File: src/rtl/vga_clut_scanout.sv
// Palette-indexed VGA scanout engine in the pixel clock domain.
// Raster timing, double-buffered linear framebuffer addressing, 256-entry CLUT
// lookup, cross-hair cursor overlay and aligned RGB/sync/blank outputs.
module vga_clut_scanout #(
  parameter int H_ACTIVE = 640,
  parameter int H_FP     = 16,
  parameter int H_SYNC   = 96,
  parameter int H_BP     = 48,
  parameter int V_ACTIVE = 480,
  parameter int V_FP     = 10,
  parameter int V_SYNC   = 2,
  parameter int V_BP     = 33,
  parameter int ADDR_W   = 19,
  parameter int IDX_W    = 8,
  parameter int CH_W     = 10,
  parameter int RD_LAT   = 2
) (
  input  logic              NCLK_n,
  input  logic              avs_s1_reset_n_iRST_N,
  input  logic [ADDR_W-1:0] iFB_BASE0,
  input  logic [ADDR_W-1:0] iFB_BASE1,
  input  logic              iFlip_req,
  output logic              oFlip_ack,
  output logic              oActive_buf,
  output logic [ADDR_W-1:0] oFB_ADDR,
  output logic              oFB_RD,
  input  logic [IDX_W-1:0]  iFB_INDEX,
  output logic [IDX_W-1:0]  oCLUT_ADDR,
  input  logic [23:0]       iCLUT_BGR,
  input  logic [2:0]        iCursor_EN,
  input  logic [9:0]        iCursor_X,
  input  logic [9:0]        iCursor_Y,
  input  logic [CH_W-1:0]   iCursor_R,
  input  logic [CH_W-1:0]   iCursor_G,
  input  logic [CH_W-1:0]   iCursor_B,
  output logic [CH_W-1:0]   oVGA_R,
  output logic [CH_W-1:0]   oVGA_G,
  output logic [CH_W-1:0]   oVGA_B,
  output logic              oVGA_HS,
  output logic              oVGA_VS,
  output logic              oVGA_BLANK_N,
  output logic              oVGA_SYNC_N,
  output logic              oFrame_start
);

  localparam int H_TOTAL = H_ACTIVE + H_FP + H_SYNC + H_BP;
  localparam int V_TOTAL = V_ACTIVE + V_FP + V_SYNC + V_BP;
  localparam int HW      = $clog2(H_TOTAL);
  localparam int VW      = $clog2(V_TOTAL);
  // Side-band pipe: index 0 is the address stage, OUT the stage whose CLUT
  // data is on iCLUT_BGR and gets registered onto the outputs.
  localparam int DEPTH   = RD_LAT + 3;
  localparam int OUT     = DEPTH - 1;

  logic [HW-1:0]     h;
  logic [VW-1:0]     v;
  logic [31:0]       hWide;
  logic [31:0]       vWide;
  logic              lineEnd;
  logic              frameEnd;
  logic              frameTop;
  logic              flipPoint;
  logic              active;
  logic              hsN;
  logic              vsN;
  logic              cursorHit;
  logic              activeBuf;
  logic [ADDR_W-1:0] addrCnt;
  logic [ADDR_W-1:0] addrCur;
  logic [DEPTH-1:0]  actPipe;
  logic [DEPTH-1:0]  hsPipe;
  logic [DEPTH-1:0]  vsPipe;
  logic [DEPTH-1:0]  hitPipe;

  function automatic logic [CH_W-1:0] expandCh(input logic [7:0] b);
    logic [CH_W-1:0] c;
    c = '0;
    c[CH_W-1 -: 8] = b;
    return c;
  endfunction

  assign oActive_buf  = activeBuf;
  assign oFB_RD       = actPipe[0];
  assign oVGA_SYNC_N  = 1'b0;
  assign oFrame_start = avs_s1_reset_n_iRST_N && frameTop;

  // Decode raster position into timing flags, cursor hit and pixel address.
  // The base is muxed in combinationally at the frame origin instead of being
  // loaded into the counter, so no multiplier or async load is needed.
  always_comb begin
    hWide     = 32'(h);
    vWide     = 32'(v);
    lineEnd   = (hWide == H_TOTAL - 1);
    frameEnd  = lineEnd && (vWide == V_TOTAL - 1);
    frameTop  = (hWide == 0) && (vWide == 0);
    flipPoint = (hWide == 0) && (vWide == V_ACTIVE + V_FP);
    active    = (hWide < H_ACTIVE) && (vWide < V_ACTIVE);
    hsN       = !((hWide >= H_ACTIVE + H_FP) && (hWide < H_ACTIVE + H_FP + H_SYNC));
    vsN       = !((vWide >= V_ACTIVE + V_FP) && (vWide < V_ACTIVE + V_FP + V_SYNC));
    cursorHit = active && ((hWide == 32'(iCursor_X)) || (vWide == 32'(iCursor_Y)));
    addrCur   = frameTop ? (activeBuf ? iFB_BASE1 : iFB_BASE0) : addrCnt;
  end

  // Horizontal and vertical raster counters.
  always_ff @(posedge NCLK_n or negedge avs_s1_reset_n_iRST_N) begin
    if (!avs_s1_reset_n_iRST_N) begin
      h <= '0;
      v <= '0;
    end else if (lineEnd) begin
      h <= '0;
      v <= frameEnd ? '0 : v + VW'(1);
    end else begin
      h <= h + HW'(1);
    end
  end

  // Linear address counter and page-flip handshake at the start of vsync.
  always_ff @(posedge NCLK_n or negedge avs_s1_reset_n_iRST_N) begin
    if (!avs_s1_reset_n_iRST_N) begin
      addrCnt   <= '0;
      activeBuf <= 1'b0;
      oFlip_ack <= 1'b0;
    end else begin
      addrCnt   <= addrCur + ADDR_W'(active);
      oFlip_ack <= flipPoint && iFlip_req;
      if (flipPoint && iFlip_req) begin
        activeBuf <= !activeBuf;
      end
    end
  end

  // Address stage plus side-band delay lines that keep sync/blank/cursor aligned.
  always_ff @(posedge NCLK_n or negedge avs_s1_reset_n_iRST_N) begin
    if (!avs_s1_reset_n_iRST_N) begin
      oFB_ADDR <= '0;
      actPipe  <= '0;
      hsPipe   <= '1;
      vsPipe   <= '1;
      hitPipe  <= '0;
    end else begin
      oFB_ADDR <= addrCur;
      actPipe  <= {actPipe[DEPTH-2:0], active};
      hsPipe   <= {hsPipe[DEPTH-2:0], hsN};
      vsPipe   <= {vsPipe[DEPTH-2:0], vsN};
      hitPipe  <= {hitPipe[DEPTH-2:0], cursorHit};
    end
  end

  // Register the framebuffer index onto the palette address.
  always_ff @(posedge NCLK_n or negedge avs_s1_reset_n_iRST_N) begin
    if (!avs_s1_reset_n_iRST_N) begin
      oCLUT_ADDR <= '0;
    end else begin
      oCLUT_ADDR <= iFB_INDEX;
    end
  end

  // Cursor overlay, blanking and final output register.
  always_ff @(posedge NCLK_n or negedge avs_s1_reset_n_iRST_N) begin
    if (!avs_s1_reset_n_iRST_N) begin
      oVGA_R       <= '0;
      oVGA_G       <= '0;
      oVGA_B       <= '0;
      oVGA_HS      <= 1'b1;
      oVGA_VS      <= 1'b1;
      oVGA_BLANK_N <= 1'b0;
    end else begin
      oVGA_HS      <= hsPipe[OUT];
      oVGA_VS      <= vsPipe[OUT];
      oVGA_BLANK_N <= actPipe[OUT];
      if (actPipe[OUT]) begin
        oVGA_R <= (hitPipe[OUT] && iCursor_EN[2]) ? iCursor_R : expandCh(iCLUT_BGR[7:0]);
        oVGA_G <= (hitPipe[OUT] && iCursor_EN[1]) ? iCursor_G : expandCh(iCLUT_BGR[15:8]);
        oVGA_B <= (hitPipe[OUT] && iCursor_EN[0]) ? iCursor_B : expandCh(iCLUT_BGR[23:16]);
      end else begin
        oVGA_R <= '0;
        oVGA_G <= '0;
        oVGA_B <= '0;
      end
    end
  end

endmodule

File: config.mk
export PLATFORM = sky130hd
export DESIGN_NAME = vga_clut_scanout
export DESIGN_NICKNAME = d
export VERILOG_FILES = /design/src/rtl/vga_clut_scanout.sv
export SDC_FILE = /design/constraint.sdc
export NUM_CORES = 1
export LEC_CHECK = 0
export CAP_MARGIN = 20
export CORE_ASPECT_RATIO = 1.2
export CORE_MARGIN = 10
export CORE_UTILIZATION = 38
export DETAILED_ROUTE_END_ITERATION = 8
export PLACE_DENSITY = 0.73
export SLEW_MARGIN = 10
export SYNTH_ARGS = -nofsm -noshare
export SYNTH_HDL_FRONTEND = slang
export SYNTH_SLANG_ARGS = --single-unit
File: constraint.sdc
create_clock -name NCLK_n -period 9.23 [get_ports NCLK_n]
set_input_delay 1.3845 -clock NCLK_n [delete_from_list [all_inputs] [get_ports NCLK_n]]
set_output_delay 1.3845 -clock NCLK_n [all_outputs]
set_load 0.03 [all_outputs]
======== After elaboration in Yosys (flattened, before gate mapping) ========
Cells that the tools add are included.
Widths: inputs -> output; s select.
storage, ports and cells
  word-level logic and storage cells ...... 59
  flip-flop bits (word level) ............. 121
  bits of input ports ..................... 126
  output and inout bits ................... 65
cells by class
  $lt $le $gt $ge ......................... 6
  reductions and logical operators ........ 18
  add/subtract/negate cells ............... 3
  muxes and demuxes ....................... 10
  eq/ne operators ......................... 5
operators with widths
  cell                   number
  $mux 10                8
  $mux 19                2
  $add 10x1->10 const B  2
  $eq 10x10->1           2
  $eq 10x10->1 const B   2
  $logic_not 10->1       2
  $lt 10x10->1 const B   2
  $lt 10x9->1 const B    2
  $add 19x1->19          1
  $logic_and 1x1->1      12
  $eq 10x9->1 const B    1
  $ge 10x10->1 const B   1
  $ge 10x9->1 const B    1
  $logic_not 1->1        3
  $logic_or 1x1->1       1

======== Logic depth before layout (Yosys ltp) ========
Gate-level depths: netlist of run 1.
  word-level depth ........................ 4
  gate-level depth with buffers ........... 16
  mapped depth without buffers ............ 14

======== Worst setup path after synthesis of run 1 ========
No wires, ideal clock.
  kind .................................... register to output
  from .................................... reg v[0]
  to ...................................... out oFrame_start
  slack ................................... 5538 ps
  path buffers ............................ 0
  data arrival time ....................... 2308 ps
  data required time ...................... 7846 ps
  cell stages (with the launch flop) ...... 7
  cells stage by stage .................... dfrtp_1 -> inv_1 -> ha_1 -> or4b_4 -> or4b_4 -> or2_4 -> nor2_1
on the way
  cells in the longest elaborated chain, start to end .. 3
ends and longest elaborated chain
  item                    RTL line  RTL
  start, declared         56        logic [VW-1:0] v;
  start signal, assigned  111       v <= frameEnd ? '0 : v + VW'(1);
  $logic_not 10->1        95        frameTop = (hWide == 0) && (vWide == 0);
  $logic_and 1x1->1       95
  $logic_and 1x1->1       85        assign oFrame_start = avs_s1_reset_n_iRST_N && frameTop;
  end, declared           43        output logic oFrame_start
No other way between the ends.

======== Worst setup path after layout of run 1 ========
Same ends and word-level chain as after synthesis.

==> results of run 1 <==
routing by layer:
layer	track usage [%]	up-vias	part of all wire, %
met1	16.8	2150	38
met3	4.97	19	6.7
met5	0	-	0
met2	28.9	145	53
met4	5.91	0	1.8
li1	-	2085	-
cell usage after synthesis (2+ instances only):
| cell | instances |
|---|---|
| sky130_fd_sc_hd__xor2_1 | 30 |
| sky130_fd_sc_hd__nor3_2 | 2 |
| sky130_fd_sc_hd__a31oi_1 | 5 |
| sky130_fd_sc_hd__nand4_1 | 8 |
| sky130_fd_sc_hd__nand2_1 | 84 |
| sky130_fd_sc_hd__buf_6 | 3 |
| sky130_fd_sc_hd__ha_1 | 6 |
| sky130_fd_sc_hd__buf_4 | 2 |
| sky130_fd_sc_hd__buf_2 | 3 |
| sky130_fd_sc_hd__o21ai_1 | 14 |
| sky130_fd_sc_hd__and4_1 | 6 |
| sky130_fd_sc_hd__mux2i_1 | 17 |
| sky130_fd_sc_hd__nor4_2 | 2 |
| sky130_fd_sc_hd__clkbuf_1 | 12 |
| sky130_fd_sc_hd__and2_1 | 8 |
| sky130_fd_sc_hd__nand4b_1 | 2 |
| sky130_fd_sc_hd__or4b_4 | 2 |
| sky130_fd_sc_hd__mux2_2 | 7 |
| sky130_fd_sc_hd__and3_1 | 12 |
| sky130_fd_sc_hd__nor3_1 | 9 |
| sky130_fd_sc_hd__nor4_1 | 5 |
| sky130_fd_sc_hd__dfstp_2 | 12 |
| sky130_fd_sc_hd__a21boi_0 | 25 |
| sky130_fd_sc_hd__xnor2_1 | 20 |
| sky130_fd_sc_hd__inv_1 | 15 |
| sky130_fd_sc_hd__nand2b_1 | 2 |
| sky130_fd_sc_hd__nand3_1 | 17 |
| sky130_fd_sc_hd__nor2_1 | 11 |
| sky130_fd_sc_hd__dfrtp_1 | 109 |
| sky130_fd_sc_hd__a21oi_1 | 11 |
| sky130_fd_sc_hd__o21ai_0 | 9 |
final cells by class:
type	instances	area [um^2]
Clock buffer	20	437
Clock inverter	12	175
Fill cell	1171	5880
Inverter	15	56.3
Multi-Input combinational cell	340	2230
Sequential cell	121	3040
Tap cell	171	214
Timing Repair Buffer	191	1900
cells in the final DEF (no fill, tap or decap), drive strengths merged, types with 6 or more instances in the layout:
master / n
clkdlybuf4s50: 188
dfrtp: 109
nand2: 84
xor2: 30
a21boi: 25
o21ai: 23
xnor2: 20
clkbuf: 20
mux2i: 18
nand3: 17
inv: 15
and3: 13
dfstp: 12
nor3: 12
a21oi: 11
nor2: 11
and2: 8
nand4: 8
mux2: 8
nor4: 7
and4: 6
ha: 6
cell families after synthesis:
group / Yosys count / synth area share, %
muxes: 26 / 5.08
and+or+nand+nor: 184 / 17.8
adders and majority gates: 6 / 1.37
AOI/OAI and AO/OA: 73 / 8.43
buffers and inverters: 38 / 3.55
other: 1 / 0.0686
DFF: 121 / 55.7
xor gates and xnor gates: 50 / 8.01
how the worst min path moves through the flow:
stage / slack, ns / end / start
after floorplan: 0.33 / actPipe[2]$_DFF_PN0_ / actPipe[1]$_DFF_PN0_
after global placement: 0.33 / actPipe[4]$_DFF_PN0_ / actPipe[3]$_DFF_PN0_
after detailed placement: 0.33 / actPipe[4]$_DFF_PN0_ / actPipe[3]$_DFF_PN0_
after CTS: 0.35 / hitPipe[2]$_DFF_PN0_ / hitPipe[1]$_DFF_PN0_
after global routing: 0.35 / actPipe[2]$_DFF_PN0_ / actPipe[1]$_DFF_PN0_
final: 0.34 / hitPipe[2]$_DFF_PN0_ / hitPipe[1]$_DFF_PN0_
registers in the layout, summed over array words and instances, names as in the netlist:
register,cells
actPipe,5
addrCnt,19
h,10
hitPipe,5
hsPipe,5
oActive_buf,1
oCLUT_ADDR,8
oFB_ADDR,19
oFlip_ack,1
oVGA_B,10
oVGA_BLANK_N,1
oVGA_G,10
oVGA_HS,1
oVGA_R,10
oVGA_VS,1
v,10
vsPipe,5
metrics by stage:
step	hold slack, ns	std cells
detailed placement	0.335	838
CTS	0.346	870
global route	0.350	870
global placement	0.332	838
floorplan	0.331	499
finish	0.345	870
critical path, cell delays in order, from the launching register on:
cell,delay [ns]
sky130_fd_sc_hd__dfrtp_1,0.47
sky130_fd_sc_hd__inv_1,0.12
sky130_fd_sc_hd__ha_1,0.14
sky130_fd_sc_hd__or4b_4,0.48
sky130_fd_sc_hd__or4b_4,0.55
sky130_fd_sc_hd__or2_4,0.28
sky130_fd_sc_hd__nor2_1,0.10
sky130_fd_sc_hd__clkdlybuf4s50_1,0.69
power breakdown:
part,leakage (nW),switching [mW],total (mW),internal (mW)
combinational,1.74,0.171,0.315,0.144
clock,0.290,0.230,0.680,0.451
sequential,1.44,0.0261,0.615,0.589
==> parameters.txt, run 1 <==
Parameter                              Value

Synth
  Count of flip-flops with a built-in enable after synthesis ... 0
  Post-Syn Area ... 5460 um^2
  Number of distinct standard cells referenced by the synthesized netlist ... 60
  Share of synthesized registers carrying an async set or reset ... 100%
  Primary FF master, synth ... sky130_fd_sc_hd__dfrtp_1
  Yosys Warn Count ... 0
  Portion of the post-synthesis area used by sequential elements ... 55.7%
  Top cells by area, synth ... sky130_fd_sc_hd__dfrtp_1 (50%), sky130_fd_sc_hd__dfstp_2 (5.8%), sky130_fd_sc_hd__nand2_1 (5.8%)
  Area share of the largest cell type after synthesis ... 49.9%
  Number of storage elements in the synthesis netlist ... 121
  Synthesized instance count ... 499
  Synth Net Count ... 631
  Average instance area after synthesis ... 10.9 um^2
  Synth area leader ... sky130_fd_sc_hd__dfrtp_1

Run
  Count of maximum capacitance violations ... 0

STA
  Hold Vio Cnt, Final ... 0
  Period minus WS final ... 4.61 ns
  Final slew viol count ... 0
  Worst Max-Slew Pin Slew ... 0.785 ns
  Share of the clock period used by the worst path after layout ... 50.0%
  Number of setup violations in the final report ... 0
  Sum Neg Setup Slack ... 0 ns
  Slack of the critical path ... 4.62 ns
  Unrepaired setup endpoints after global routing ... no
  Max frequency ... 217 MHz
  Clock skew ... 0.0112 ns
  Max transition margin ... 47.7%

Setup path
  Endpoint required time on the critical path ... 7.85 ns
  Worst reg2reg path depth ... 13
  Worst setup slack for register-to-register paths ... 5.26 ns
  Arrival time worst endpoint ... 3.23 ns
  Destination of the worst register-to-register timing path ... addrCnt[13]$_DFF_PN0_
  Crit start category ... flip-flop
  Start of the worst register-to-register path ... v[0]$_DFFE_PN0N_
  Critical path class ... flip-flop to output pin
  Highest net fanout along the worst path ... 7
  Timing endpoint of the critical path ... oFrame_start
  Worst Setup SP ... v[0]$_DFFE_PN0N_
  Category of the worst setup path capture point ... output pin

Power
  Cell area power density ... 200 nW/um^2
  Leakage power figure ... 3.47 nW
  Max IR drop VDD ... 0.115 mV
  Final Total Pwr ... 1.61 mW

Drt
  Average routed wire per standard cell ... 18.0 um
  Number of detailed-routing iterations run before antenna repair ... 6
  Via density per instance ... 5.06
  Routed vias ... 4399
  Residual DRC count ... 0
  Antenna Nets Post-Route ... 0
  DR iter-0 viols ... 275
  Routed Wire Length ... 15.7 mm

Final layout
  Fin area ... 8060 um^2
  Final cell utilization of the core ... 57.8%
  Total Nets Final ... 818
  Diodes inserted ... 0
  Area growth from synthesis to layout ... 47.4%
  Share of layout cells above drive strength 1 ... 9.30%

Global route
  Vias in the first global route ... 4715
  Total congestion overflow ... 0
  Global-route wire length before repair ... 24.4 mm
  Pin count of the biggest net entering global routing ... 65
  Number of antenna violations at the first check in global routing ... 0
  Total global-route track usage ... 15.9%

CTS
  H-Tree Depth ... 4
  Clk root buf ... sky130_fd_sc_hd__clkbuf_16
  Count of cells resized by post-cts repair ... 0
  TritonCTS clock tree ... built
  Cts bufs inserted ... 17
  Clk slew on worst S/H paths ... 0.06 ns
  Clock latency reported for the late side of the worst-skew pair ... 0.40 ns
  Total of hold buffers inserted after clock tree synthesis ... 0
  Number of clock sinks ... 121
  Buffers from clock root to sink, at most ... 2
  Setup repair bufs after CTS ... 0

Worst hold path
  Path category of the worst min-delay check ... flip-flop to flip-flop
  Hold-critical path depth ... 0

Floorplanning
  Area inside the core boundary ... 13900 um^2
  DIE WIDTH ... 129 um
  Number of standard-cell rows in the floorplan ... 47
  Top-Level Pins ... 191
  Total Die Area ... 19600 um^2
  Initial core utilization ... 39.2%
  Die height ... 151 um

Placement
  Instance area at placement ... 7440 um^2
  Final HPWL from detailed placement ... 12.1 mm
  Port buffer count ... 189
  Worst slack after detailed placement ... 4.94 ns
  Final weighted congestion in routability-driven placement ... 0.877

Status
  Status ... finished clean
Note: power is estimated with default switching activity, not from simulation.
==> inputs of run 2 (changes only) <==
- clock period: 9.23 -> 4.37 ns (I/O delays scaled with it)
==> run 2 against run 1 <==
Via count down 1.8%. First-iteration DRC count down 11%. Sequential power up 110%. Combinational power up 110%. Critical path depth unchanged. Non-clock buffer count up 1. Clock power up 110%. Critical endpoint unchanged. Largest power group unchanged.
==> parameters.txt, run 2 (synthesized netlist as in run 1, its figures left out) <==
Parameter                              Value

Status
  Status ... finished clean

Final layout
  Share of layout cells above drive strength 1 ... 9.86%
  Total Nets Final ... 819
  Area growth from synthesis to layout ... 47.4%
  Top Registers ... addrCnt: 19 flops, oFB_ADDR: 19 flops
  Diodes inserted ... 0
  Fin area ... 8050 um^2
  Commonest non-fill, non-tap cell in the layout ... sky130_fd_sc_hd__clkdlybuf4s50_1
  Most frequent cells in the layout ... sky130_fd_sc_hd__clkdlybuf4s50_1 (188), sky130_fd_sc_hd__dfrtp_1 (109), sky130_fd_sc_hd__nand2_1 (84), sky130_fd_sc_hd__xor2_1 (30), sky130_fd_sc_hd__a21boi_0 (25)
  Final-layout fill cell count ... 1226

Global route
  Vias in the first global route ... 4548
  Global-route wire length before repair ... 24.2 mm
  Total global-route track usage ... 15.7%
  Pin count of the biggest net entering global routing ... 63
  Number of antenna violations at the first check in global routing ... 0
  Total congestion overflow ... 0

CTS
  Cts bufs inserted ... 17
  Number of clock sinks ... 121
  Setup repair bufs after CTS ... 0
  Clk root buf ... sky130_fd_sc_hd__clkbuf_16
  Clock latency reported for the late side of the worst-skew pair ... 0.41 ns
  Total of hold buffers inserted after clock tree synthesis ... 0
  Clk slew on worst S/H paths ... 0.05 ns
  Count of cells resized by post-cts repair ... 0
  TritonCTS clock tree ... built
  Buffers from clock root to sink, at most ... 2
  H-Tree Depth ... 4

Setup path
  Crit-path slowest cell ... sky130_fd_sc_hd__clkdlybuf4s50_1
  Category of the worst setup path capture point ... output pin
  Destination of the worst register-to-register timing path ... addrCnt[15]$_DFF_PN0_
  Worst Setup SP ... v[0]$_DFFE_PN0N_
  Start of the worst register-to-register path ... v[0]$_DFFE_PN0N_
  Cells along the critical path ... inv_1 > ha_1 > or4b_4 > or4b_4 > or2_4 > nor2_1 > clkdlybuf4s50_1
  Highest net fanout along the worst path ... 7
  Crit path top cell by count ... sky130_fd_sc_hd__or4b_4
  Critical Path Max Stage Delay ... 0.69 ns
  Worst setup slack for register-to-register paths ... 0.84 ns
  Arrival time worst endpoint ... 3.24 ns
  Crit start category ... flip-flop
  Endpoint required time on the critical path ... 3.71 ns
  Worst reg2reg path depth ... 13
  Critical path class ... flip-flop to output pin

STA
  Max frequency ... 256 MHz
  Period minus WS final ... 3.90 ns
  Unrepaired setup endpoints after global routing ... no
  Sum Neg Setup Slack ... 0 ns
  Number of setup violations in the final report ... 0
  Max transition margin ... 48.9%
  Worst Max-Slew Pin Slew ... 0.767 ns
  Clock skew ... 0.0107 ns
  Hold Vio Cnt, Final ... 0
  Share of the clock period used by the worst path after layout ... 89.2%
  Final slew viol count ... 0

Power
  Final Total Pwr ... 3.37 mW
  Combinational group share of total power ... 19.7%
  Cell area power density ... 418 nW/um^2
  Psw ... 0.922 mW
  Portion of total power attributed to sequential cells ... 38.6%
  Total internal power ... 2.44 mW
  Part of the power in the clock network ... 41.7%
  Max IR drop VDD ... 0.219 mV
  Net Sw Frac ... 27.4%
  Leakage power figure ... 3.47 nW

Drt
  Residual DRC count ... 0
  Routed vias ... 4322
  Antenna Nets Post-Route ... 0
  Routed Wire Length ... 15.6 mm
  Number of detailed-routing iterations run before antenna repair ... 5
  DR iter-0 viols ... 244
  Average routed wire per standard cell ... 17.9 um
  Highest signal layer in the routed design ... met4
  Via density per instance ... 4.96
  Amount of wire on met3 after detailed routing ... 1.13 mm
  Sum of met2 wire segment lengths after detailed routing ... 8.33 mm
  DRT met1 WL ... 5.88 mm

Worst hold path
  Path category of the worst min-delay check ... primary input to async pin

Floorplanning
  DIE WIDTH ... 129 um
  Initial core utilization ... 39.2%
  Total Die Area ... 19600 um^2
  Number of standard-cell rows in the floorplan ... 47
  Die height ... 151 um
  Area inside the core boundary ... 13900 um^2
  Top-Level Pins ... 191

Placement
  Final HPWL from detailed placement ... 12.2 mm
  Port buffer count ... 189
  Instance area at placement ... 7450 um^2
  Final weighted congestion in routability-driven placement ... 0.866

Run
  Count of maximum capacitance violations ... 0
-- run 2: how the worst max path moves through the flow --
stage                            end  cells after the start
2_1_floorplan  addrCnt[15]$_DFF_PN0_                     14
3_3_place_gp            oFrame_start                      7
3_5_place_dp   addrCnt[15]$_DFF_PN0_                     13
4_1_cts                 oFrame_start                      7
5_1_grt                 oFrame_start                      7
6_report                oFrame_start                      7
-- run 2: per-stage QoR --
| stage | util (%) | std cells | hold WS [ns] | setup slack (ns) |
|---|---|---|---|---|
| after floorplan | - | 499 | 0.331 | 1.20 |
| after global placement | 53.5 | 839 | 0.332 | 0.948 |
| after detailed placement | 53.5 | 839 | 0.335 | 0.872 |
| after CTS | 57.8 | 871 | 0.341 | 0.440 |
| after global routing | 57.8 | 871 | 0.353 | 0.347 |
| final | 57.8 | 871 | 0.308 | 0.470 |
-- run 2: layer usage --
| layer | vias up | GRT usage (%) |
|---|---|---|
| met4 | 0 | 5.80 |
| li1 | 2090 | - |
| met3 | 16 | 5.00 |
| met1 | 2050 | 16.7 |
| met2 | 166 | 28.5 |
| met5 | - | 0 |
-- run 2: power by group through the flow --
stage	Clock [mW]	Combinational [mW]	Sequential [mW]
6_report	1.40	0.664	1.30
5_1_grt	1.49	0.713	1.31
4_1_cts	1.44	0.671	1.30
2_1_floorplan	0	0.184	1.45
3_3_place_gp	0	0.661	1.31
3_5_place_dp	0	0.668	1.32
-- run 2: worst max-delay path, delay by kind of cell, from the launching register on --
| kind | cells | cell delay [ns] |
|---|---|---|
| adders and majority gates | 1 | 0.16 |
| buffers and inverters | 2 | 0.81 |
| DFF | 1 | 0.45 |
| and+or+nand+nor | 4 | 1.41 |
-- run 2: final cells by class --
class                      count  area, um^2  share of cell area, %
multi-input combinational    340        2230                   27.7
clock inverter                15         176                   2.19
clock buffer                  17         425                   5.28
timing repair buffer         192        1910                   23.7
inverter                      15        56.3                  0.699
tap                          171         214                   2.66
sequential                   121        3040                   37.8
==> inputs of run 3 (changes only) <==
==> constraint.sdc (replaced) <==
create_clock -name NCLK_n -period 4.37 [get_ports NCLK_n]
set_input_delay 1.0925 -clock NCLK_n [delete_from_list [all_inputs] [get_ports NCLK_n]]
set_output_delay 1.0925 -clock NCLK_n [all_outputs]
set_load 0.03 [all_outputs]
==> run 3 against run 2 <==
Critical path depth unchanged. Non-clock buffer count grew 1. Clock skew shrank 0.0015 ns. Power up 2.4%. Critical endpoint unchanged. Largest cell class unchanged.
==> parameters.txt, run 3 (synthesized netlist as in run 1, its figures left out) <==
Parameter                              Value

Drt
  Via density per instance ... 4.98
  Routed Wire Length ... 15.7 mm
  Antenna Nets Post-Route ... 0
  DR iter-0 viols ... 160
  Average routed wire per standard cell ... 18.0 um
  Number of detailed-routing iterations run before antenna repair ... 4
  Routed vias ... 4332
  Residual DRC count ... 0

Global route
  Total congestion overflow ... 0
  Busiest metal layer after global routing ... met2
  Global-route wire length before repair ... 24.2 mm
  Grt met1 use ... 17.0%
  Number of antenna violations at the first check in global routing ... 0
  Vias in the first global route ... 4654
  GR met2 Demand/Resource ... 28.5%
  Total global-route track usage ... 15.7%
  Pin count of the biggest net entering global routing ... 63
  Met3 GRT Util ... 5.00%

Placement
  Number of placed cells counting well taps ... 840
  Instance area at placement ... 7460 um^2
  Final weighted congestion in routability-driven placement ... 0.906
  Port buffer count ... 189
  Final HPWL from detailed placement ... 12.3 mm
  Worst slack after detailed placement ... 0.500 ns

STA
  Slack of the critical path ... 0.473 ns
  Clock skew ... 0.00921 ns
  Max transition margin ... 49.0%
  Unrepaired setup endpoints after global routing ... no
  Hold Vio Cnt, Final ... 0
  Number of setup violations in the final report ... 0
  Max frequency ... 257 MHz
  Period minus WS final ... 3.90 ns
  Sum Neg Setup Slack ... 0 ns
  Final slew viol count ... 0
  Share of the clock period used by the worst path after layout ... 89.2%
  Worst Max-Slew Pin Slew ... 0.765 ns

CTS
  H-Tree Depth ... 4
  Cts bufs inserted ... 17
  Clock latency reported for the late side of the worst-skew pair ... 0.40 ns
  Buffers from clock root to sink, at most ... 2
  TritonCTS clock tree ... built
  Clk slew on worst S/H paths ... 0.05 ns
  Clk root buf ... sky130_fd_sc_hd__clkbuf_16
  Number of clock sinks ... 121
  Setup repair bufs after CTS ... 0

Floorplanning
  Number of standard-cell rows in the floorplan ... 47
  Top-Level Pins ... 191
  Die height ... 151 um
  Total Die Area ... 19600 um^2
  Initial core utilization ... 39.2%
  DIE WIDTH ... 129 um
  Area inside the core boundary ... 13900 um^2

Worst hold path
  Path category of the worst min-delay check ... flip-flop to flip-flop

Power
  Final Total Pwr ... 3.45 mW
  Cell area power density ... 426 nW/um^2
  Max IR drop VDD ... 0.246 mV
  Leakage power figure ... 3.52 nW

Final layout
  Area growth from synthesis to layout ... 48.2%
  Top Registers ... addrCnt: 19 flops, oFB_ADDR: 19 flops
  Share of layout cells above drive strength 1 ... 9.59%
  Commonest non-fill, non-tap cell in the layout ... sky130_fd_sc_hd__clkdlybuf4s50_1
  Layout Cells excl Fill ... 870
  Total Nets Final ... 820
  Fin area ... 8100 um^2
  Diodes inserted ... 0
  Most frequent cells in the layout ... sky130_fd_sc_hd__clkdlybuf4s50_1 (187), sky130_fd_sc_hd__dfrtp_1 (109), sky130_fd_sc_hd__nand2_1 (84), sky130_fd_sc_hd__xor2_1 (30), sky130_fd_sc_hd__a21boi_0 (25)

Setup path
  Critical path class ... flip-flop to output pin
  Worst setup slack for register-to-register paths ... 0.76 ns
  Category of the worst setup path capture point ... output pin
  Arrival time worst endpoint ... 2.80 ns
  Highest net fanout along the worst path ... 7
  Crit start category ... flip-flop
  Endpoint required time on the critical path ... 3.28 ns

Run
  Count of maximum capacitance violations ... 0

Status
  Status ... finished clean
run 3: changes by cell type in the layout (fill, tap and decap cells not counted), sizes merged:
cell           change
bufinv             +1
clkbuf             +6
clkinvlp           -3
clkdlybuf4s50      -1
clkinv             -4
buf                +1
dlymetal6s2s       +1
inv                -2
run 3: critical path, stage by stage (launching register included):
cell	delay, ns
sky130_fd_sc_hd__dfrtp_1	0.45
sky130_fd_sc_hd__inv_1	0.11
sky130_fd_sc_hd__ha_1	0.15
sky130_fd_sc_hd__or4b_4	0.48
sky130_fd_sc_hd__or4b_4	0.54
sky130_fd_sc_hd__or2_4	0.28
sky130_fd_sc_hd__nor2_1	0.09
sky130_fd_sc_hd__dlymetal6s2s_1	0.30
run 3: area by class of cell:
class,count,area (um^2)
timing repair buffer,193,1920
clock buffer,23,498
fill,1198,5840
tap,171,214
inverter,15,56.3
sequential,121,3040
multi-input combinational,340,2230
clock inverter,7,139
run 3: what timing repair did:
action,in CTS,in global routing
hold buffers,0,0
gates resized for setup,0,1
endpoints found under the setup margin,0,1
run 3: routing by layer:
| layer | share of wire (%) | wire, um |
|---|---|---|
| met4 | 1.2 | 188 |
| met2 | 53 | 8330 |
| met5 | 0 | 0 |
| met1 | 39 | 6070 |
| met3 | 7.0 | 1100 |
run 3: path summary, 6_finish.rpt:
check                                 startpoint                     to  cells past startpoint
hold reg to reg             actPipe[1]$_DFF_PN0_   actPipe[2]$_DFF_PN0_                      0
setup / recovery                v[0]$_DFFE_PN0N_           oFrame_start                      7
setup reg to reg                v[0]$_DFFE_PN0N_   addrCnt[7]$_DFF_PN0_                     15
hold / removal              actPipe[1]$_DFF_PN0_   actPipe[2]$_DFF_PN0_                      0
max in group asynchronous  avs_s1_reset_n_iRST_N  oFB_ADDR[2]$_DFF_PN0_                      3
min in group asynchronous  avs_s1_reset_n_iRST_N  oFB_ADDR[9]$_DFF_PN0_                      2
run 3: power breakdown:
group / internal [mW] / switching [mW] / total, mW
Clock: 1.02 / 0.461 / 1.48
Sequential: 1.24 / 0.0511 / 1.30
Combinational: 0.305 / 0.363 / 0.667
run 3: per-stage QoR:
stage	utilization, %	hold WS [ns]
final	58.1	0.345
after global routing	58.1	0.348
after CTS	58.1	0.346
after detailed placement	53.5	0.335
after global placement	53.5	0.332
after floorplan	-	0.331
